$ cat config.mk
export PLATFORM = sky130hd
export DESIGN_NAME = wb_burst_master
export DESIGN_NICKNAME = d
export VERILOG_FILES = /design/src/rtl/wb_burst_master.sv
export SDC_FILE = /design/constraint.sdc
export NUM_CORES = 1
export LEC_CHECK = 0
export ABC_CLOCK_PERIOD_IN_PS = 2100
export BUFFER_PORTS_ARGS = -buffer_cell sky130_fd_sc_hd__buf_4
export CORE_AREA = 4 4 104 106
export DETAILED_ROUTE_END_ITERATION = 12
export DIE_AREA = 0 0 108 110
export GPL_TIMING_DRIVEN = 0
export PLACE_DENSITY = 0.77
export SLEW_MARGIN = 30
export SYNTH_ARGS = -nofsm -noshare
export SYNTH_HDL_FRONTEND = slang
export SYNTH_SLANG_ARGS = --single-unit
$ cat constraint.sdc
create_clock -name clk_i -period 2.1 [get_ports clk_i]
set_input_delay 0.42 -clock clk_i [delete_from_list [all_inputs] [get_ports clk_i]]
set_output_delay 0.42 -clock clk_i [all_outputs]
set_load 0.01 [all_outputs]
$ cat src/rtl/wb_burst_master.sv
// ---------------------------------------------------------------------------
// wb_burst_master
//   Wishbone B4 pipelined initiator. Takes one command at a time, either a
//   single beat or a BURST_BEATS-beat incrementing burst, and issues it on the
//   bus while honouring stall_i. Caps the number of accepted-but-unacked beats
//   at MAX_OUTSTANDING. Returns read data in order and pulses done_o once every
//   beat of the command has been acked.
//
// Ports
//   clk_i, rst_ni              clock, asynchronous active-low reset
//   cmd_valid_i / cmd_ready_o  command handshake
//   cmd_addr_i                 start byte address ([1:0] ignored)
//   cmd_we_i                   1 = write, 0 = read
//   cmd_burst_i                1 = BURST_BEATS beats, 0 = single beat
//   cmd_sel_i                  byte selects, applied to every beat
//   wr_data_i/valid_i/ready_o  write beat stream (consumed on bus accept)
//   rd_data_o/valid_o/last_o   read beat stream (no backpressure)
//   done_o                     one-cycle pulse after the final ack
//   err_o                      sticky: ack_i seen with nothing outstanding
//   addr_o .. we_o             Wishbone master outputs
//   data_i, ack_i, stall_i     Wishbone slave responses
// ---------------------------------------------------------------------------
module wb_burst_master #(
    parameter int MAX_OUTSTANDING = 4,
    parameter int BURST_BEATS     = 8
) (
    input  logic        clk_i,
    input  logic        rst_ni,
    // command
    input  logic        cmd_valid_i,
    output logic        cmd_ready_o,
    input  logic [31:0] cmd_addr_i,
    input  logic        cmd_we_i,
    input  logic        cmd_burst_i,
    input  logic [3:0]  cmd_sel_i,
    // write stream
    input  logic [31:0] wr_data_i,
    input  logic        wr_valid_i,
    output logic        wr_ready_o,
    // read stream / status
    output logic [31:0] rd_data_o,
    output logic        rd_valid_o,
    output logic        rd_last_o,
    output logic        done_o,
    output logic        err_o,
    // wishbone
    output logic [31:0] addr_o,
    output logic [31:0] data_o,
    output logic [3:0]  sel_o,
    output logic        cyc_o,
    output logic        stb_o,
    output logic [2:0]  cti_o,
    output logic        we_o,
    input  logic [31:0] data_i,
    input  logic        ack_i,
    input  logic        stall_i
);

    localparam int OW = $clog2(MAX_OUTSTANDING + 1);
    localparam int BW = $clog2(BURST_BEATS + 1);

    localparam logic [2:0] CTI_CLASSIC = 3'b000;
    localparam logic [2:0] CTI_INCR    = 3'b010;
    localparam logic [2:0] CTI_END     = 3'b111;

    typedef enum logic [1:0] {
        IDLE,
        ISSUE,
        DRAIN
    } state_t;

    state_t          state;
    logic [31:0]     addr_q;
    logic            we_q;
    logic            burst_q;
    logic [3:0]      sel_q;
    logic [BW-1:0]   beats_q;
    logic [BW-1:0]   issued_q;
    logic [BW-1:0]   acked_q;
    logic [OW-1:0]   outst_q;
    logic            cyc_q;
    logic            ready_q;
    logic            done_q;
    logic            err_q;

    logic            stb;
    logic            accept;
    logic            ack_ok;
    logic            last_issue;
    logic            last_ack;

    // stb only depends on registered state plus wr_valid_i. While stalled the
    // outstanding count can only fall and the write source must hold its beat,
    // so stb and the presented beat stay put until the slave takes it.
    assign stb        = (state == ISSUE) && (outst_q < OW'(MAX_OUTSTANDING))
                        && (!we_q || wr_valid_i);
    assign accept     = stb && !stall_i;
    // A beat accepted this cycle may be acked in the same cycle by a
    // zero-latency slave, so it counts as outstanding for ack qualification.
    assign ack_ok     = ack_i && ((outst_q != '0) || accept);
    assign last_issue = (issued_q == beats_q - BW'(1));
    assign last_ack   = ack_ok && (acked_q == beats_q - BW'(1));

    // Bus outputs
    assign cyc_o  = cyc_q;
    assign stb_o  = stb;
    assign addr_o = cyc_q ? addr_q : 32'h0;
    assign sel_o  = cyc_q ? sel_q : 4'h0;
    assign we_o   = cyc_q && we_q;
    assign cti_o  = !cyc_q   ? CTI_CLASSIC :
                    !burst_q ? CTI_CLASSIC :
                    last_issue ? CTI_END : CTI_INCR;
    assign data_o = (stb && we_q) ? wr_data_i : 32'h0;

    // Core-side outputs
    assign cmd_ready_o = ready_q;
    assign wr_ready_o  = accept && we_q;
    assign rd_valid_o  = ack_ok && !we_q;
    assign rd_data_o   = rd_valid_o ? data_i : 32'h0;
    assign rd_last_o   = rd_valid_o && last_ack;
    assign done_o      = done_q;
    assign err_o       = err_q;

    always_ff @(posedge clk_i or negedge rst_ni) begin
        if (!rst_ni) begin
            state    <= IDLE;
            addr_q   <= '0;
            we_q     <= 1'b0;
            burst_q  <= 1'b0;
            sel_q    <= '0;
            beats_q  <= '0;
            issued_q <= '0;
            acked_q  <= '0;
            outst_q  <= '0;
            cyc_q    <= 1'b0;
            ready_q  <= 1'b0;
            done_q   <= 1'b0;
            err_q    <= 1'b0;
        end else begin
            done_q <= 1'b0;
            if (ack_i && !ack_ok)
                err_q <= 1'b1;

            case (state)
                IDLE: begin
                    ready_q <= 1'b1;
                    if (cmd_valid_i && ready_q) begin
                        addr_q   <= {cmd_addr_i[31:2], 2'b00};
                        we_q     <= cmd_we_i;
                        burst_q  <= cmd_burst_i;
                        sel_q    <= cmd_sel_i;
                        beats_q  <= cmd_burst_i ? BW'(BURST_BEATS) : BW'(1);
                        issued_q <= '0;
                        acked_q  <= '0;
                        outst_q  <= '0;
                        cyc_q    <= 1'b1;
                        ready_q  <= 1'b0;
                        state    <= ISSUE;
                    end
                end

                ISSUE, DRAIN: begin
                    // accept and ack in the same cycle cancel out
                    case ({accept, ack_ok})
                        2'b10:   outst_q <= outst_q + OW'(1);
                        2'b01:   outst_q <= outst_q - OW'(1);
                        default: outst_q <= outst_q;
                    endcase
                    if (ack_ok)
                        acked_q <= acked_q + BW'(1);
                    if (accept) begin
                        addr_q   <= addr_q + 32'd4;
                        issued_q <= issued_q + BW'(1);
                    end

                    // last_ack in ISSUE only happens when the final beat is
                    // accepted and acked in the same cycle.
                    if (last_ack) begin
                        state   <= IDLE;
                        cyc_q   <= 1'b0;
                        ready_q <= 1'b1;
                        done_q  <= 1'b1;
                    end else if (state == ISSUE && accept && last_issue) begin
                        state <= DRAIN;
                    end
                end

                default: begin
                    state <= IDLE;
                    cyc_q <= 1'b0;
                end
            endcase
        end
    end

endmodule

==> flow_metrics.tcl <==
set metrics [dict create \
    post_synth.cell_area_avg_um2 8.099 \
    htreeDepth 2 \
    skew_ps 13.79 \
    grt_pass1_wl_um 26220 \
    post_dp_cell_area_um2 5904 \
    ant_nets 0 \
    fin_nets 894 \
    cp_max_fo 2 \
    vdd_drop_max_uv 923.2 \
    clock_sinks 54 \
    start_util 0.4201 \
    fp.dieH_um 110 \
    overflow 0 \
    clockBufferDepth 2 \
    ys_warn_count 0 \
    worstMarginPinSlew_ps 721.0 \
    yosysSeqAreaShare 0.3291 \
    worst_slack_ps -347.9 \
    synthesis.area_um2 4106 \
    wl_per_cell_um 21.65 \
    tritoncts "done" \
    rsz0062_at_grt "yes" \
    drtIter0Drc 594 \
    setup_viol 100 \
    clk_latency_ps 320 \
    status "complete, but fails checks" \
    grt.total_usage 0.2795 \
    synth_seq_cells 54 \
    min_path_type "in -> async" \
    synth_ff_type "dfrtp_1" \
    drive_gt1_frac 0.5346 \
    p_per_area_nw_per_um2 1660 \
    crit_path_end_kind "primary output" \
    stdcell_area_um2 7272 \
    place_congestion 0.9144 \
    rows 36 \
    drc 0 \
    die_w_um 108 \
    postCtsHoldBufs 0 \
    p_total_mw 12.07 \
    fin_crit_sh 1.166 \
    place.port_buffers 215 \
    synth_edf_count 0 \
    fin_crit_ps 2448 \
    required_ps 1680 \
    cap_violations 0 \
    synthDistinctLibCells 67 \
    critPathLaunchType "flip-flop" \
    grt_pass1_vias 4909 \
    routed_wl_um 19760 \
    grt_max_degree 55 \
    area_growth_pct 77.09 \
    cp.arrival_ps 2030 \
    crit_type "reg -> out" \
    clk_pin_slew_ps 110 \
    detail_route.vias_per_cell 5.981 \
    netlist_instances 507 \
    antenna_found_initial 0 \
    fmax_ghz 0.4085 \
    core_area_um2 9774 \
    pin_count 220 \
    vias 5461 \
    hpwl_um 12330 \
    async_flop_share 1.000 \
    antennaDiodeCount 0 \
    power.leakage_nw 3.514 \
    cts_buffers 5 \
    final_common_cell "buf_4" \
    max_slew_margin 0.5193 \
    violations "setup timing" \
    layout_common_cells "buf_4 (212), buf_6 (54), and2_1 (43), dfrtp_1 (42), nand2_1 (39)" \
    die_area_um2 11880 \
    clock-root-buffer "clkbuf_8" \
    firstDrtPassIters 5 \
    report.final.slew_viol_count 0 \
    hold_viol 0 \
]
-- metrics by stage --
| stage | setup WS (ps) | std cells | setup TNS, ps | util | hold slack [ps] |
|---|---|---|---|---|---|
| after floorplan | 6.303 | 508 | 0 | - | 124.4 |
| after global placement | -474.3 | 856 | -22210 | 0.6041 | 454.6 |
| after detailed placement | -523.4 | 856 | -26700 | 0.6041 | 455.0 |
| after CTS | -193.1 | 886 | -9578 | 0.6819 | 172.4 |
| after global routing | -426.1 | 913 | -25180 | 0.7440 | 198.4 |
| final | -347.9 | 913 | -20770 | 0.7440 | 125.5 |
-- worst max-delay path: stages (launching register included) --
cell and delay (ps):
dfrtp_1 420, inv_2 100, ha_4 170, nand2b_4 80, o21ai_4 170, buf_4 150, buf_6 80, buf_6 90
o211ai_1 170, nor2_1 140, buf_4 140
-- power breakdown --
part	internal (mW)	switching, mW	leakage [nW]
clock	0.236	0.398	0.0441
combinational	4.45	4.73	2.83
sequential	1.54	0.709	0.643
total	6.23	5.83	3.51
-- what timing repair did --
action,CTS,global route
buffers inserted,18,27
cloned,6,2
setup endpoints to repair,114,120
pin swaps,35,35
gates resized for setup,135,106
-- layer usage --
metal  global-route usage  vias to the layer above  part of all wire
met4              0.09648                        0             0.036
met3              0.04426                       76              0.10
li1                     -                     2395                 -
met2               0.4671                      399              0.50
met5                    0                        -                 0
met1               0.3700                     2591              0.36
-- sequential cells by signal (all words and copies together), names as in the netlist --
register,count
sel_q,4
state,2
addr_q,30
beats_q,2
acked_q,4
outst_q,3
err_o,1
issued_q,4
we_q,1
cyc_o,1
done_o,1
cmd_ready_o,1
-- area by class of cell --
type	instances	area, um^2
Multi-Input combinational cell	406	3067
Fill cell	664	2502
Timing Repair Buffer	266	2255
Sequential cell	54	1366
Buffer	37	291.5
Tap cell	133	166.4
Clock buffer	5	68.82
Inverter	9	36.28
Clock inverter	3	21.27
-- path summary, 6_finish.rpt --
path | start | end | slack [ps] | cells past startpoint
min in group clk_i | cmd_sel_i[2] | sel_q[2] | 280 | 3
min reg2reg | sel_q[0] | sel_q[0] | 490 | 2
max reg2reg | state[1] | outst_q[1] | -330 | 11
max | state[1] | rd_last_o | -350 | 10
min | rst_ni | addr_q[4] | 130 | 1
max in group asynchronous | rst_ni | addr_q[14] | 1440 | 1
-- synthesized netlist by cell type, types with 3 or more instances --
library cell,instances,area [um^2]
a21oi_1,27,135.1
a22o_1,4,35.03
a22oi_1,4,30.03
a32oi_1,3,26.28
a41oi_1,3,26.28
and2_1,72,450.4
and3_1,40,250.2
and4_1,3,26.28
buf_2,5,25.02
buf_4,3,22.52
clkbuf_1,30,112.6
dfrtp_1,54,1351
ha_1,6,75.07
inv_1,9,33.78
mux2i_1,8,80.08
nand2_1,42,157.7
nand2b_1,6,37.54
nand3_1,20,100.1
nand4_1,10,62.56
nor2_1,27,101.4
nor3_1,12,60.06
nor4_1,7,43.79
o21a_1,5,37.54
o21ai_0,23,115.1
o22a_1,7,61.31
o22ai_1,10,62.56
o31ai_1,4,30.03
or3_1,4,25.02
or4_1,4,30.03
-- kinds of logic (layout without fill, tap and decap cells) --
kind of cell | after synthesis | after routing | share of synthesized area
AOI/OAI and AO/OA | 123 | 123 | 0.2057
xor gates and xnor gates | 4 | 4 | 0.008533
adders and majority gates | 7 | 7 | 0.02316
buffers and inverters | 49 | 320 | 0.04936
DFF | 54 | 54 | 0.3291
muxes | 10 | 10 | 0.02499
other | 1 | 2 | 0.0009132
and+or+nand+nor | 259 | 260 | 0.3583
Note: power is estimated with default switching activity, not from simulation.
